[config.mk]
export PLATFORM = sky130hd
export DESIGN_NAME = rice_bus_arbiter_flat
export DESIGN_NICKNAME = d
export VERILOG_FILES = /design/src/rtl/rice_bus_arbiter_if.sv /design/src/rtl/rice_bus_arbiter.sv /design/src/flat_wrapper.sv
export SDC_FILE = /design/constraint.sdc
export NUM_CORES = 1
export LEC_CHECK = 0
export CORE_AREA = 2 2 122 124
export DETAILED_ROUTE_END_ITERATION = 6
export DIE_AREA = 0 0 124 126
export HOLD_SLACK_MARGIN = 0.02
export SYNTH_ARGS = -nofsm -noshare
export SYNTH_HDL_FRONTEND = slang
export SYNTH_SLANG_ARGS = --single-unit
[constraint.sdc]
create_clock -name i_clk -period 4.6 [get_ports i_clk]
set_clock_uncertainty 0.05 [all_clocks]
set_input_delay 1.15 -clock i_clk [delete_from_list [all_inputs] [get_ports i_clk]]
set_output_delay 1.15 -clock i_clk [all_outputs]
set_load 0.01 [all_outputs]
[src/rtl/rice_bus_arbiter_if.sv]
// Bus bundle between the two core masters, the arbiter and the shared rice bus slave port.
// Signal names follow the arbiter's point of view: i_* flow into the arbiter, o_* flow out of it.
interface rice_bus_arbiter_if #(
  parameter int ADDRESS_WIDTH = 32,
  parameter int DATA_WIDTH    = 32
);
  // Master side: index 0 = instruction fetch, index 1 = load/store
  logic [1:0]                         i_m_request_valid;
  logic [1:0]                         o_m_request_ack;
  logic [1:0][ADDRESS_WIDTH-1:0]      i_m_address;
  logic [1:0][DATA_WIDTH/8-1:0]       i_m_strobe;
  logic [1:0][DATA_WIDTH-1:0]         i_m_write_data;
  logic [1:0]                         o_m_response_valid;
  logic [1:0]                         i_m_response_ready;
  logic [1:0][DATA_WIDTH-1:0]         o_m_read_data;

  // Shared slave port
  logic                               o_s_request_valid;
  logic                               i_s_request_ready;
  logic [ADDRESS_WIDTH-1:0]           o_s_address;
  logic [DATA_WIDTH/8-1:0]            o_s_strobe;
  logic [DATA_WIDTH-1:0]              o_s_write_data;
  logic                               i_s_response_valid;
  logic                               o_s_response_ready;
  logic [DATA_WIDTH-1:0]              i_s_read_data;

  // Arbiter view of the bundle
  modport slave (
    input  i_m_request_valid, i_m_address, i_m_strobe, i_m_write_data, i_m_response_ready,
    input  i_s_request_ready, i_s_response_valid, i_s_read_data,
    output o_m_request_ack, o_m_response_valid, o_m_read_data,
    output o_s_request_valid, o_s_address, o_s_strobe, o_s_write_data, o_s_response_ready
  );

  // Environment view: the masters and the slave that surround the arbiter
  modport master (
    output i_m_request_valid, i_m_address, i_m_strobe, i_m_write_data, i_m_response_ready,
    output i_s_request_ready, i_s_response_valid, i_s_read_data,
    input  o_m_request_ack, o_m_response_valid, o_m_read_data,
    input  o_s_request_valid, o_s_address, o_s_strobe, o_s_write_data, o_s_response_ready
  );
endinterface

[src/rtl/rice_bus_arbiter.sv]
// 2:1 round-robin arbiter sharing one rice bus slave port between instruction fetch (M0)
// and load/store (M1). Requests are muxed from the granted master; responses are routed
// back in order by a small FIFO holding the index of each accepted master.
module rice_bus_arbiter #(
  parameter int ADDRESS_WIDTH   = 32,
  parameter int DATA_WIDTH      = 32,
  parameter int MAX_OUTSTANDING = 4
) (
  input  logic              i_clk,
  input  logic              i_rst,
  rice_bus_arbiter_if.slave bus
);

  localparam int PTR_W = (MAX_OUTSTANDING > 1) ? $clog2(MAX_OUTSTANDING) : 1;
  localparam int CNT_W = $clog2(MAX_OUTSTANDING + 1);

  // OPEN: grant recomputed every cycle; LOCKED: a presented request waits for the slave
  typedef enum logic {
    ARB_OPEN   = 1'b0,
    ARB_LOCKED = 1'b1
  } arb_state_e;

  arb_state_e                 state_q, state_d;
  logic                       lock_idx_q, lock_idx_d;
  logic                       prio_q, prio_d;
  logic [MAX_OUTSTANDING-1:0] fifo_mem_q, fifo_mem_d;
  logic [PTR_W-1:0]           rd_ptr_q, rd_ptr_d;
  logic [PTR_W-1:0]           wr_ptr_q, wr_ptr_d;
  logic [CNT_W-1:0]           count_q, count_d;

  logic [1:0] grant;
  logic       grant_idx;
  logic       grant_any;
  logic       fifo_full;
  logic       fifo_empty;
  logic       s_req_valid;
  logic       accept;
  logic       head_idx;
  logic       s_rsp_ready;
  logic       pop;

  // Circular pointer advance that also works for non-power-of-two depths
  function automatic logic [PTR_W-1:0] ptr_inc(input logic [PTR_W-1:0] p);
    return (p == PTR_W'(MAX_OUTSTANDING - 1)) ? '0 : p + 1'b1;
  endfunction

  assign fifo_full  = (count_q == CNT_W'(MAX_OUTSTANDING));
  assign fifo_empty = (count_q == '0);

  // Grant selection: held grant while locked, otherwise single requester or pointer master
  always_comb begin
    // NOTE: every combinationally assigned signal gets a default first so no path leaves it unassigned, which would infer a latch.
    grant = 2'b00;
    if (state_q == ARB_LOCKED) begin
      grant = lock_idx_q ? 2'b10 : 2'b01;
    end else begin
      unique case (bus.i_m_request_valid)
        2'b01:   grant = 2'b01;
        2'b10:   grant = 2'b10;
        2'b11:   grant = prio_q ? 2'b10 : 2'b01;
        default: grant = 2'b00;
      endcase
    end
  end

  assign grant_idx   = grant[1];
  assign grant_any   = |grant;
  // A full FIFO blocks new requests even when a response pops in the same cycle
  assign s_req_valid = (|(bus.i_m_request_valid & grant)) && !fifo_full && !i_rst;
  assign accept      = s_req_valid && bus.i_s_request_ready;

  assign bus.o_s_request_valid = s_req_valid;
  assign bus.o_s_address       = grant_any ? bus.i_m_address[grant_idx]    : '0;
  assign bus.o_s_strobe        = grant_any ? bus.i_m_strobe[grant_idx]     : '0;
  assign bus.o_s_write_data    = grant_any ? bus.i_m_write_data[grant_idx] : '0;
  assign bus.o_m_request_ack   = grant & {2{accept}};

  // Response routing follows the oldest outstanding request; nothing routes when empty
  assign head_idx    = fifo_mem_q[rd_ptr_q];
  assign s_rsp_ready = bus.i_m_response_ready[head_idx] && !fifo_empty && !i_rst;
  assign pop         = bus.i_s_response_valid && s_rsp_ready;

  assign bus.o_s_response_ready = s_rsp_ready;
  assign bus.o_m_response_valid =
    (bus.i_s_response_valid && !fifo_empty && !i_rst) ? (head_idx ? 2'b10 : 2'b01) : 2'b00;
  assign bus.o_m_read_data      = {2{bus.i_s_read_data}};

  // Lock and priority next state: lock a stalled grant, rotate priority on acceptance
  always_comb begin
    state_d    = state_q;
    lock_idx_d = lock_idx_q;
    prio_d     = prio_q;
    if (accept) begin
      state_d = ARB_OPEN;
      prio_d  = ~grant_idx;
    end else if (s_req_valid) begin
      state_d    = ARB_LOCKED;
      lock_idx_d = grant_idx;
    end
  end

  // ID FIFO next state: push accepted master index, pop on completed response
  always_comb begin
    fifo_mem_d = fifo_mem_q;
    rd_ptr_d   = rd_ptr_q;
    wr_ptr_d   = wr_ptr_q;
    count_d    = count_q;
    if (accept) begin
      fifo_mem_d[wr_ptr_q] = grant_idx;
      wr_ptr_d             = ptr_inc(wr_ptr_q);
    end
    if (pop) begin
      rd_ptr_d = ptr_inc(rd_ptr_q);
    end
    unique case ({accept, pop})
      2'b10:   count_d = count_q + 1'b1;
      2'b01:   count_d = count_q - 1'b1;
      default: count_d = count_q;
    endcase
  end

  // Control state register with synchronous reset
  always_ff @(posedge i_clk) begin
    // NOTE: sequential state uses non-blocking assignments so every flop samples pre-edge values.
    if (i_rst) begin
      state_q    <= ARB_OPEN;
      lock_idx_q <= 1'b0;
      prio_q     <= 1'b0;
      rd_ptr_q   <= '0;
      wr_ptr_q   <= '0;
      count_q    <= '0;
    end else begin
      state_q    <= state_d;
      lock_idx_q <= lock_idx_d;
      prio_q     <= prio_d;
      rd_ptr_q   <= rd_ptr_d;
      wr_ptr_q   <= wr_ptr_d;
      count_q    <= count_d;
    end
  end

  // FIFO storage register
  always_ff @(posedge i_clk) begin
    // NOTE: storage is not reset; entries are only read while count_q marks them valid.
    fifo_mem_q <= fifo_mem_d;
  end

endmodule
[src/flat_wrapper.sv]
// flat-port wrapper written by rule: the top's interface ports become plain ports
module rice_bus_arbiter_flat 
#(
  parameter int ADDRESS_WIDTH   = 32,
  parameter int DATA_WIDTH      = 32,
  parameter int MAX_OUTSTANDING = 4
)
  (i_clk, i_rst, bus_i_m_request_valid, bus_i_m_address, bus_i_m_strobe, bus_i_m_write_data, bus_i_m_response_ready, bus_i_s_request_ready, bus_i_s_response_valid, bus_i_s_read_data, bus_o_m_request_ack, bus_o_m_response_valid, bus_o_m_read_data, bus_o_s_request_valid, bus_o_s_address, bus_o_s_strobe, bus_o_s_write_data, bus_o_s_response_ready);
  rice_bus_arbiter_if #(.ADDRESS_WIDTH(ADDRESS_WIDTH), .DATA_WIDTH(DATA_WIDTH)) bus_i ();
  input  logic i_clk;
  input  logic i_rst;
  input wire logic [$bits(bus_i.i_m_request_valid)-1:0] bus_i_m_request_valid;
  input wire logic [$bits(bus_i.i_m_address)-1:0] bus_i_m_address;
  input wire logic [$bits(bus_i.i_m_strobe)-1:0] bus_i_m_strobe;
  input wire logic [$bits(bus_i.i_m_write_data)-1:0] bus_i_m_write_data;
  input wire logic [$bits(bus_i.i_m_response_ready)-1:0] bus_i_m_response_ready;
  input wire logic [$bits(bus_i.i_s_request_ready)-1:0] bus_i_s_request_ready;
  input wire logic [$bits(bus_i.i_s_response_valid)-1:0] bus_i_s_response_valid;
  input wire logic [$bits(bus_i.i_s_read_data)-1:0] bus_i_s_read_data;
  output wire logic [$bits(bus_i.o_m_request_ack)-1:0] bus_o_m_request_ack;
  output wire logic [$bits(bus_i.o_m_response_valid)-1:0] bus_o_m_response_valid;
  output wire logic [$bits(bus_i.o_m_read_data)-1:0] bus_o_m_read_data;
  output wire logic [$bits(bus_i.o_s_request_valid)-1:0] bus_o_s_request_valid;
  output wire logic [$bits(bus_i.o_s_address)-1:0] bus_o_s_address;
  output wire logic [$bits(bus_i.o_s_strobe)-1:0] bus_o_s_strobe;
  output wire logic [$bits(bus_i.o_s_write_data)-1:0] bus_o_s_write_data;
  output wire logic [$bits(bus_i.o_s_response_ready)-1:0] bus_o_s_response_ready;
  assign bus_i.i_m_request_valid = bus_i_m_request_valid;
  assign bus_i.i_m_address = bus_i_m_address;
  assign bus_i.i_m_strobe = bus_i_m_strobe;
  assign bus_i.i_m_write_data = bus_i_m_write_data;
  assign bus_i.i_m_response_ready = bus_i_m_response_ready;
  assign bus_i.i_s_request_ready = bus_i_s_request_ready;
  assign bus_i.i_s_response_valid = bus_i_s_response_valid;
  assign bus_i.i_s_read_data = bus_i_s_read_data;
  assign bus_o_m_request_ack = bus_i.o_m_request_ack;
  assign bus_o_m_response_valid = bus_i.o_m_response_valid;
  assign bus_o_m_read_data = bus_i.o_m_read_data;
  assign bus_o_s_request_valid = bus_i.o_s_request_valid;
  assign bus_o_s_address = bus_i.o_s_address;
  assign bus_o_s_strobe = bus_i.o_s_strobe;
  assign bus_o_s_write_data = bus_i.o_s_write_data;
  assign bus_o_s_response_ready = bus_i.o_s_response_ready;
  rice_bus_arbiter #(.ADDRESS_WIDTH(ADDRESS_WIDTH), .DATA_WIDTH(DATA_WIDTH), .MAX_OUTSTANDING(MAX_OUTSTANDING)) u_core (.i_clk(i_clk), .i_rst(i_rst), .bus(bus_i));
endmodule
==> impl_metrics.yaml, run 1 <==
logic_synthesis:
  synth_top_area_frac: 0.230
  ys_top_cells_by_area: "nand2_1 23%, buf_4 21%, a21oi_1 16%"
  avgSynthCellArea_um2: 6.00
  synthCells: 373
  synth.distinct_cells: 40
  yosysMostFrequentCell: "nand2_1"
  synth-seq-cells: 14
  synth_edf_count: 4
  yosys.area.top_type: "nand2_1"
  async_flop_share: 0
  synth-seq-area-share: 0.143
  ys.flop_type: "dfxtp_1"
  synth_warnings: 0
  synth_common_cells: "137 x nand2_1, 72 x a21oi_1, 64 x buf_4, 17 x clkbuf_1, 10 x dfxtp_1"
  syn-num-nets: 556
  synth_area_um2: 2240
clocking:
  cts_buffers: 3
  cts_tree: "built"
  cts_buffer_depth: 2
  clkSlewWorstSetupHoldPaths_ns: 0.04
  cts_resized: 0
  htree_levels: 1
  insertion_delay_ns: 0.24
  cts_root_buf: "clkbuf_16"
  postCtsSetupBuffers: 0
  cts_num_sinks: 14
  hold_buffers: 0
timing:
  max_slew_margin: 0.519
  setup_viol: 0
  hold_viol: 0
  period_minus_slack_ns: 4.45
  worst_pin_slew_ns: 0.703
  fmax_mhz: 225
  rsz0062_at_grt: "no"
  finalCritPeriodShare: 0.967
  drv_slew: 0
  finalSetupTns_ns: 0
power_and_ir_drop:
  p_int_w: 0.000545
  ir_drop_mv: 0.143
  p_comb_frac: 0.619
  leakage_nw: 1.65
  pwr-share-seq: 0.175
  swShare: 0.323
  switching_power_w: 0.000260
  clkPwrFrac: 0.206
  p_per_area_nw_per_um2: 188
grt:
  grt_usage: 0.109
  grt_pass1_wl_um: 14000
  overflow: 0
  grt_max_degree: 39
  grt_pass1_vias: 2941
  antenna_found_initial: 0
critical_path:
  cp.arrival_ns: 3.25
  endpoint_kind: "output pin"
  start_kind: "primary input"
  cp_max_fo: 36
  path_delay_family: "buffers and inverters"
  cp_slowest_stage_delay_ns: 0.56
  path_common_cell: "clkdlybuf4s50_1"
  crit_chain: "clkdlybuf4s50_1 > nor2b_1 > a21boi_4 > inv_2 > buf_12 > nand2_1 > a21oi_1 > clkdlybuf4s50_1"
  path_class: "primary input to output pin"
  cp_slowest_cell: "clkdlybuf4s50_1"
  path_buf_inv: 4
  crit_required_ns: 3.40
layout:
  final_nets: 700
  layout-drive-gt1-share: 0.0407
  fin_util: 0.299
  diodes: 0
  area_growth_pct: 91.2
placement:
  port_buffers: 217
  gp_congestion: 0.810
  dp_hpwl_um: 7500
drt:
  first_iter_violations: 123
  first_pass_iters: 4
  drt-total-wl_um: 9240
  drcViolationCount: 0
  via_per_inst: 4.21
  drtAntennaViolNets: 0
  avgRoutedWirePerCell_um: 13.2
  vias: 2946
floorplanning:
  die_area_um2: 15600
  io_pins: 314
  coreArea_um2: 14300
  die_w_um: 124
  rows: 44
  initial_utilization: 0.156
  die_h_um: 126
run_status:
  outcome: "finished clean"
hold_path:
  hp-class: "flip-flop to flip-flop"
job:
  maxCapViolCount: 0
metrics by stage:
stage	worst slack, ns	hold slack (ns)	total power (W)	cells	area (um2)
after floorplan	1.18	0.409	0.000381	373	2240
after global placement	0.140	0.439	0.000636	696	4200
after detailed placement	0.135	0.450	0.000642	696	4200
after CTS	0.123	0.461	0.000814	700	4280
after global routing	0.0196	0.489	0.000857	700	4280
final	0.150	0.458	0.000805	700	4280
kinds of logic (layout without fill, tap and decap cells):
group	count (synthesis)	count (layout)	synth area share
xor+xnor	2	2	0.00783
simple gates	168	168	0.312
fa+ha+maj	7	7	0.0425
mux	4	4	0.0274
compound gates	83	83	0.199
buf+inv	95	238	0.268
flops	14	14	0.143
per-layer routing:
metal / up-vias / routed length, um / GRT usage
met5: - / 0 / 0
met4: 0 / 146 / 0.0225
met3: 13 / 909 / 0.0344
met2: 160 / 4640 / 0.199
met1: 1338 / 3550 / 0.124
li1: 1435 / - / -
layout by cell type (no fill, tap or decap), types with 2 or more instances in the layout:
cell	synthesis	routed
xor2_1	2	2
nor2b_1	3	3
nand2_1	137	137
inv_2	2	2
clkbuf_16	0	3
o31ai_1	2	2
buf_12	0	4
inv_1	7	7
o21ai_0	2	2
clkdlybuf4s50_1	0	217
nand4_1	2	2
nor2_1	9	8
edfxtp_1	4	4
a21oi_1	72	72
and2_1	4	4
nand3_1	2	2
nor3_1	3	3
buf_4	64	4
ha_1	6	6
dfxtp_1	10	10
power groups by stage:
stage               clock network (W)  logic, W  registers (W)
global route                 0.000176  0.000539       0.000142
CTS                          0.000170  0.000503       0.000141
finish                       0.000166  0.000498       0.000141
global placement                    0  0.000493       0.000143
floorplan                           0  0.000240       0.000141
detailed placement                  0  0.000499       0.000143
worst reg2reg max path, cell delays in order, from the launching register on:
cell and delay (ns):
dfxtp_1 0.39, mux4_2 0.57, mux2i_2 0.21, nor2_2 0.15
ha_1 0.21, inv_1 0.06, fa_1 0.37, xor2_1 0.16
or3_1 0.31, a21oi_1 0.14
registers in the layout, summed over array words and instances (netlist names):
name	flops
u_core.rd_ptr_q	2
u_core.prio_q	1
u_core.fifo_mem_q	4
u_core.state_q	1
u_core.wr_ptr_q	2
u_core.lock_idx_q	1
u_core.count_q	3
worst paths after layout:
check        slack (ns)  cells past startpoint                 to                      from
min                0.46                      1      u_core.prio_q             u_core.prio_q
min reg2reg        0.46                      1      u_core.prio_q             u_core.prio_q
max reg2reg        1.92                      9  u_core.count_q[2]        u_core.rd_ptr_q[0]
max                0.15                      8  bus_o_s_strobe[2]  bus_i_m_request_valid[1]
layout make-up:
type / count / area (um2)
fillers: 1532 / 10000
clock buffers: 3 / 75.1
well taps: 184 / 230
flip-flops and latches: 14 / 320
inverters: 9 / 33.8
clock inverters: 1 / 3.75
repair buffers: 225 / 2280
multi-input cells: 264 / 1330
Power figures use the tool's default switching activity.
==> run 2, diff against run 1 <==
==> constraint.sdc (replaced) <==
create_clock -name i_clk -period 4.6 [get_ports i_clk]
set_clock_uncertainty 0.05 [all_clocks]
set_input_delay 0.92 -clock i_clk [delete_from_list [all_inputs] [get_ports i_clk]]
set_output_delay 0.92 -clock i_clk [all_outputs]
set_load 0.01 [all_outputs]
==> run 2 against run 1 <==
Compared with the run above:
- non-clock buffer count fell by 3
- via count fell by 0.85%
- wire length about the same
- core utilization fell by 0.17 points
- die area unchanged
- hold slack worse by 0.0049 ns
- combinational power decreased by 1%
- final area down 0.59%
- first-iteration DRC count is 21% lower
- sequential power about the same
- critical path type unchanged
==> impl_metrics.yaml, run 2 (synthesis results as in run 1) <==
hold_path:
  hp-class: "flip-flop to flip-flop"
job:
  maxCapViolCount: 0
layout:
  largest_register_ffs: 4
  seqCellArea_um2: 320
  layout_common_cells: "217 x clkdlybuf4s50_1, 137 x nand2_1, 72 x a21oi_1"
  finalNonFillerCells: 697
  final_common_cell: "clkdlybuf4s50_1"
  top_register: "u_core.fifo_mem_q"
  final_nets: 697
  multi_input_area_um2: 1330
  layout-drive-gt1-share: 0.0370
  top_regs: "u_core.fifo_mem_q: 4 flops, u_core.count_q: 3 flops"
  diodes: 0
  n_fill_cell: 1560
  area_growth_pct: 90.0
timing:
  finalSetupTns_ns: 0
  period_minus_slack_ns: 4.13
  fmax_mhz: 242
  max_slew_margin: 0.566
  drv_slew: 0
  finalCritPeriodShare: 0.898
  hold_viol: 0
  worst_pin_slew_ns: 0.635
  setup_viol: 0
  rsz0062_at_grt: "no"
clocking:
  cts_buffer_depth: 2
  cts_resized: 0
  htree_levels: 1
  cts_tree: "built"
  cts_num_sinks: 14
  cts_buffers: 3
  clkSlewWorstSetupHoldPaths_ns: 0.05
  insertion_delay_ns: 0.25
  cts_root_buf: "clkbuf_16"
  hold_buffers: 0
  postCtsSetupBuffers: 0
floorplanning:
  initial_utilization: 0.156
  rows: 44
  coreArea_um2: 14300
  die_h_um: 126
  die_w_um: 124
  io_pins: 314
  die_area_um2: 15600
power_and_ir_drop:
  p_int_w: 0.000557
  swShare: 0.318
  pwr-share-seq: 0.172
  p_comb_frac: 0.603
  ir_drop_mv: 0.0941
  leakage_nw: 1.64
  p_per_area_nw_per_um2: 192
  switching_power_w: 0.000259
  clkPwrFrac: 0.225
drt:
  first_pass_iters: 4
  vias: 2921
  drcViolationCount: 0
  via_per_inst: 4.19
  drt-total-wl_um: 9230
  drtAntennaViolNets: 0
  avgRoutedWirePerCell_um: 13.2
  first_iter_violations: 97
grt:
  overflow: 0
  grt_usage: 0.109
  antenna_found_initial: 0
  grt_max_degree: 71
  grt_pass1_wl_um: 13900
  grt_pass1_vias: 2856
critical_path:
  crit_required_ns: 3.63
  cp.arrival_ns: 3.16
  start_kind: "primary input"
  path_class: "primary input to output pin"
  cp_max_fo: 69
  endpoint_kind: "output pin"
placement:
  port_buffers: 217
  dp_cells: 693
  dp_hpwl_um: 7240
  gp_congestion: 0.760
run_status:
  outcome: "finished clean"
==> run 2: per-layer routing <==
metal  share of wire  vias to the layer above  routed length, um  global-route usage
met3           0.097                       15                899              0.0371
met4           0.016                        0                144              0.0238
li1                -                     1427                  -                   -
met1            0.40                     1313               3680               0.125
met2            0.49                      166               4510               0.194
met5               0                        -                  0                   0
==> run 2: area by class of cell <==
cell class,count,share of cell area
sequential,14,0.0753
inverter,9,0.00795
tap,184,0.0541
clock buffer,4,0.0209
timing repair buffer,222,0.529
multi-input combinational,264,0.313
==> run 2: final timing paths <==
| path | end | slack [ns] | cells after the start | from |
|---|---|---|---|---|
| worst max-delay path | bus_o_s_address[10] | 0.47 | 8 | bus_i_m_request_valid[1] |
| worst min-delay path | u_core.prio_q | 0.45 | 1 | u_core.prio_q |
| worst max register to register | u_core.count_q[2] | 1.88 | 9 | u_core.rd_ptr_q[0] |
| worst min register to register | u_core.prio_q | 0.45 | 1 | u_core.prio_q |
==> run 2: stage by stage <==
step	area [um2]	utilization	worst slack [ns]	hold WS, ns	power (W)
2_1_floorplan	2240	-	1.64	0.409	0.000381
6_report	4250	0.297	0.468	0.453	0.000816
3_3_place_gp	4160	0.291	0.476	0.436	0.000631
3_5_place_dp	4160	0.291	0.454	0.453	0.000636
4_1_cts	4250	0.297	0.434	0.462	0.000824
5_1_grt	4250	0.297	0.324	0.482	0.000865
==> run 2: worst max-delay path, cell delays in order <==
cell and delay, ns:
clkdlybuf4s50_1 0.52, nor2b_1 0.27, a21boi_4 0.10, inv_2 0.11
buf_12 0.28, nand2_1 0.09, a21oi_1 0.26, clkdlybuf4s50_1 0.59
==> run 2: power groups by stage <==
stage	Combinational [W]	Clock [W]	Sequential, W
6_report	0.000492	0.000183	0.000141
5_1_grt	0.000531	0.000192	0.000141
4_1_cts	0.000497	0.000186	0.000141
3_5_place_dp	0.000493	0	0.000143
3_3_place_gp	0.000488	0	0.000143
2_1_floorplan	0.000240	0	0.000141
==> run 3, diff against run 2 <==
--- a/config.mk
+++ b/config.mk
@@ -9,6 +9,7 @@
 export DETAILED_ROUTE_END_ITERATION = 6
 export DIE_AREA = 0 0 124 126
 export HOLD_SLACK_MARGIN = 0.02
+export SETUP_SLACK_MARGIN = 0.3
 export SYNTH_ARGS = -nofsm -noshare
 export SYNTH_HDL_FRONTEND = slang
 export SYNTH_SLANG_ARGS = --single-unit
==> constraint.sdc (replaced) <==
create_clock -name i_clk -period 4.9 [get_ports i_clk]
set_clock_uncertainty 0.05 [all_clocks]
set_input_delay 0.98 -clock i_clk [delete_from_list [all_inputs] [get_ports i_clk]]
set_output_delay 0.98 -clock i_clk [all_outputs]
set_load 0.01 [all_outputs]
==> run 3 against run 2 <==
Compared with the run above:
- die area is the same
- first-iteration DRC count increased by 22%
- worst setup slack better by 0.15 ns
- non-clock buffer count is the same
- wire length grew 0.48%
==> impl_metrics.yaml, run 3 (synthesis results as in run 1) <==
run_status:
  outcome: "finished clean"
job:
  maxCapViolCount: 0
layout:
  fin_util: 0.297
  top_register: "u_core.fifo_mem_q"
  multi_input_area_um2: 1330
  final_nets: 697
  layout-drive-gt1-share: 0.0370
  seqCellArea_um2: 320
  n_fill_cell: 1522
  largest_register_ffs: 4
  top_regs: "u_core.fifo_mem_q: 4 flops, u_core.count_q: 3 flops"
  final_common_cell: "clkdlybuf4s50_1"
  finalNonFillerCells: 697
  design_area_um2: 4250
  layout_common_cells: "217 x clkdlybuf4s50_1, 137 x nand2_1, 72 x a21oi_1"
  area_growth_pct: 90.0
  diodes: 0
timing:
  rsz0062_at_grt: "no"
  finalCritPeriodShare: 0.874
  finalSetupTns_ns: 0
  setup_viol: 0
  period_minus_slack_ns: 4.28
  fin_hold_ws_ns: 0.469
  fmax_mhz: 234
  drv_slew: 0
  max_slew_margin: 0.556
  hold_viol: 0
  worst_pin_slew_ns: 0.649
clocking:
  cts_tree: "built"
  postCtsSetupBuffers: 0
  cts_root_buf: "clkbuf_16"
  cts_buffer_depth: 2
  clkSlewWorstSetupHoldPaths_ns: 0.04
  hold_buffers: 0
  cts_resized: 0
  htree_levels: 1
  insertion_delay_ns: 0.24
  cts_num_sinks: 14
  cts_buffers: 3
grt:
  grtUsageMet1: 0.123
  grt_use_met3: 0.0389
  antenna_found_initial: 0
  grt_pass1_wl_um: 13800
  grt_pass1_vias: 2839
  grt_usage: 0.108
  grtUsageMet2: 0.193
  busiest_layer: "met2"
  grt_max_degree: 71
  overflow: 0
drt:
  first_iter_violations: 118
  avgRoutedWirePerCell_um: 13.3
  drtAntennaViolNets: 0
  vias: 2939
  drt-total-wl_um: 9280
  via_per_inst: 4.22
  drcViolationCount: 0
  first_pass_iters: 4
critical_path:
  cp_slowest_cell: "clkdlybuf4s50_1"
  r2r_setup_slack_ns: 2.20
  crit_required_ns: 3.87
  crit_chain: "clkdlybuf4s50_1 > nor2b_1 > a21boi_4 > inv_2 > buf_12 > nand2_1 > a21oi_1 > clkdlybuf4s50_1"
  r2r-start: "u_core.rd_ptr_q[0]"
  path_buf_inv: 4
  path_delay_family: "buffers and inverters"
  path_class: "primary input to output pin"
  critPathLaunch: "bus_i_m_request_valid[1]"
  endpoint_kind: "output pin"
  path_common_cell: "clkdlybuf4s50_1"
  cp_slowest_stage_delay_ns: 0.60
  cp.arrival_ns: 3.25
  cp_max_fo: 69
  start_kind: "primary input"
power_and_ir_drop:
  leakage_nw: 1.64
  ir_drop_mv: 0.110
  p_per_area_nw_per_um2: 180
floorplanning:
  die_h_um: 126
  rows: 44
  io_pins: 314
  die_w_um: 124
  coreArea_um2: 14300
  die_area_um2: 15600
  initial_utilization: 0.156
placement:
  port_buffers: 217
  gp_congestion: 0.759
  dp_cells: 693
  place_area_um2: 4160
  dp_hpwl_um: 7210
hold_path:
  hold_start: "u_core.prio_q"
  hp-class: "flip-flop to flip-flop"
## run 3: cell counts in the layout (fill, tap and decap cells not counted)
No cell type changed its count.
## run 3: worst paths after layout
path / endpoint / cells after the start
worst max register to register: u_core.count_q[2] / 9
worst max-delay path: bus_o_s_address[10] / 8
worst min-delay path: u_core.prio_q / 1
worst min register to register: u_core.prio_q / 1
## run 3: routing by layer
| layer | share of wire | wire, um |
|---|---|---|
| met1 | 0.40 | 3710 |
| met2 | 0.49 | 4540 |
| met3 | 0.099 | 918 |
| met4 | 0.011 | 104 |
| met5 | 0 | 0 |
## run 3: per-stage QoR
step	worst slack, ns	power (W)
global placement	0.656	0.000592
detailed placement	0.648	0.000597
finish	0.619	0.000766
global route	0.523	0.000813
floorplan	1.82	0.000358
CTS	0.625	0.000773
## run 3: cell type report
cell class,count,area share
Clock buffer,4,0.0209
Timing Repair Buffer,222,0.529
Tap cell,184,0.0541
Sequential cell,14,0.0753
Inverter,9,0.00795
Multi-Input combinational cell,264,0.313
## run 3: report_power, final
part / total (W) / internal (W) / switching, W
sequential: 0.000133 / 0.000126 / 0.00000639
clock: 0.000171 / 0.000124 / 0.0000471
combinational: 0.000462 / 0.000273 / 0.000190
total: 0.000766 / 0.000522 / 0.000243
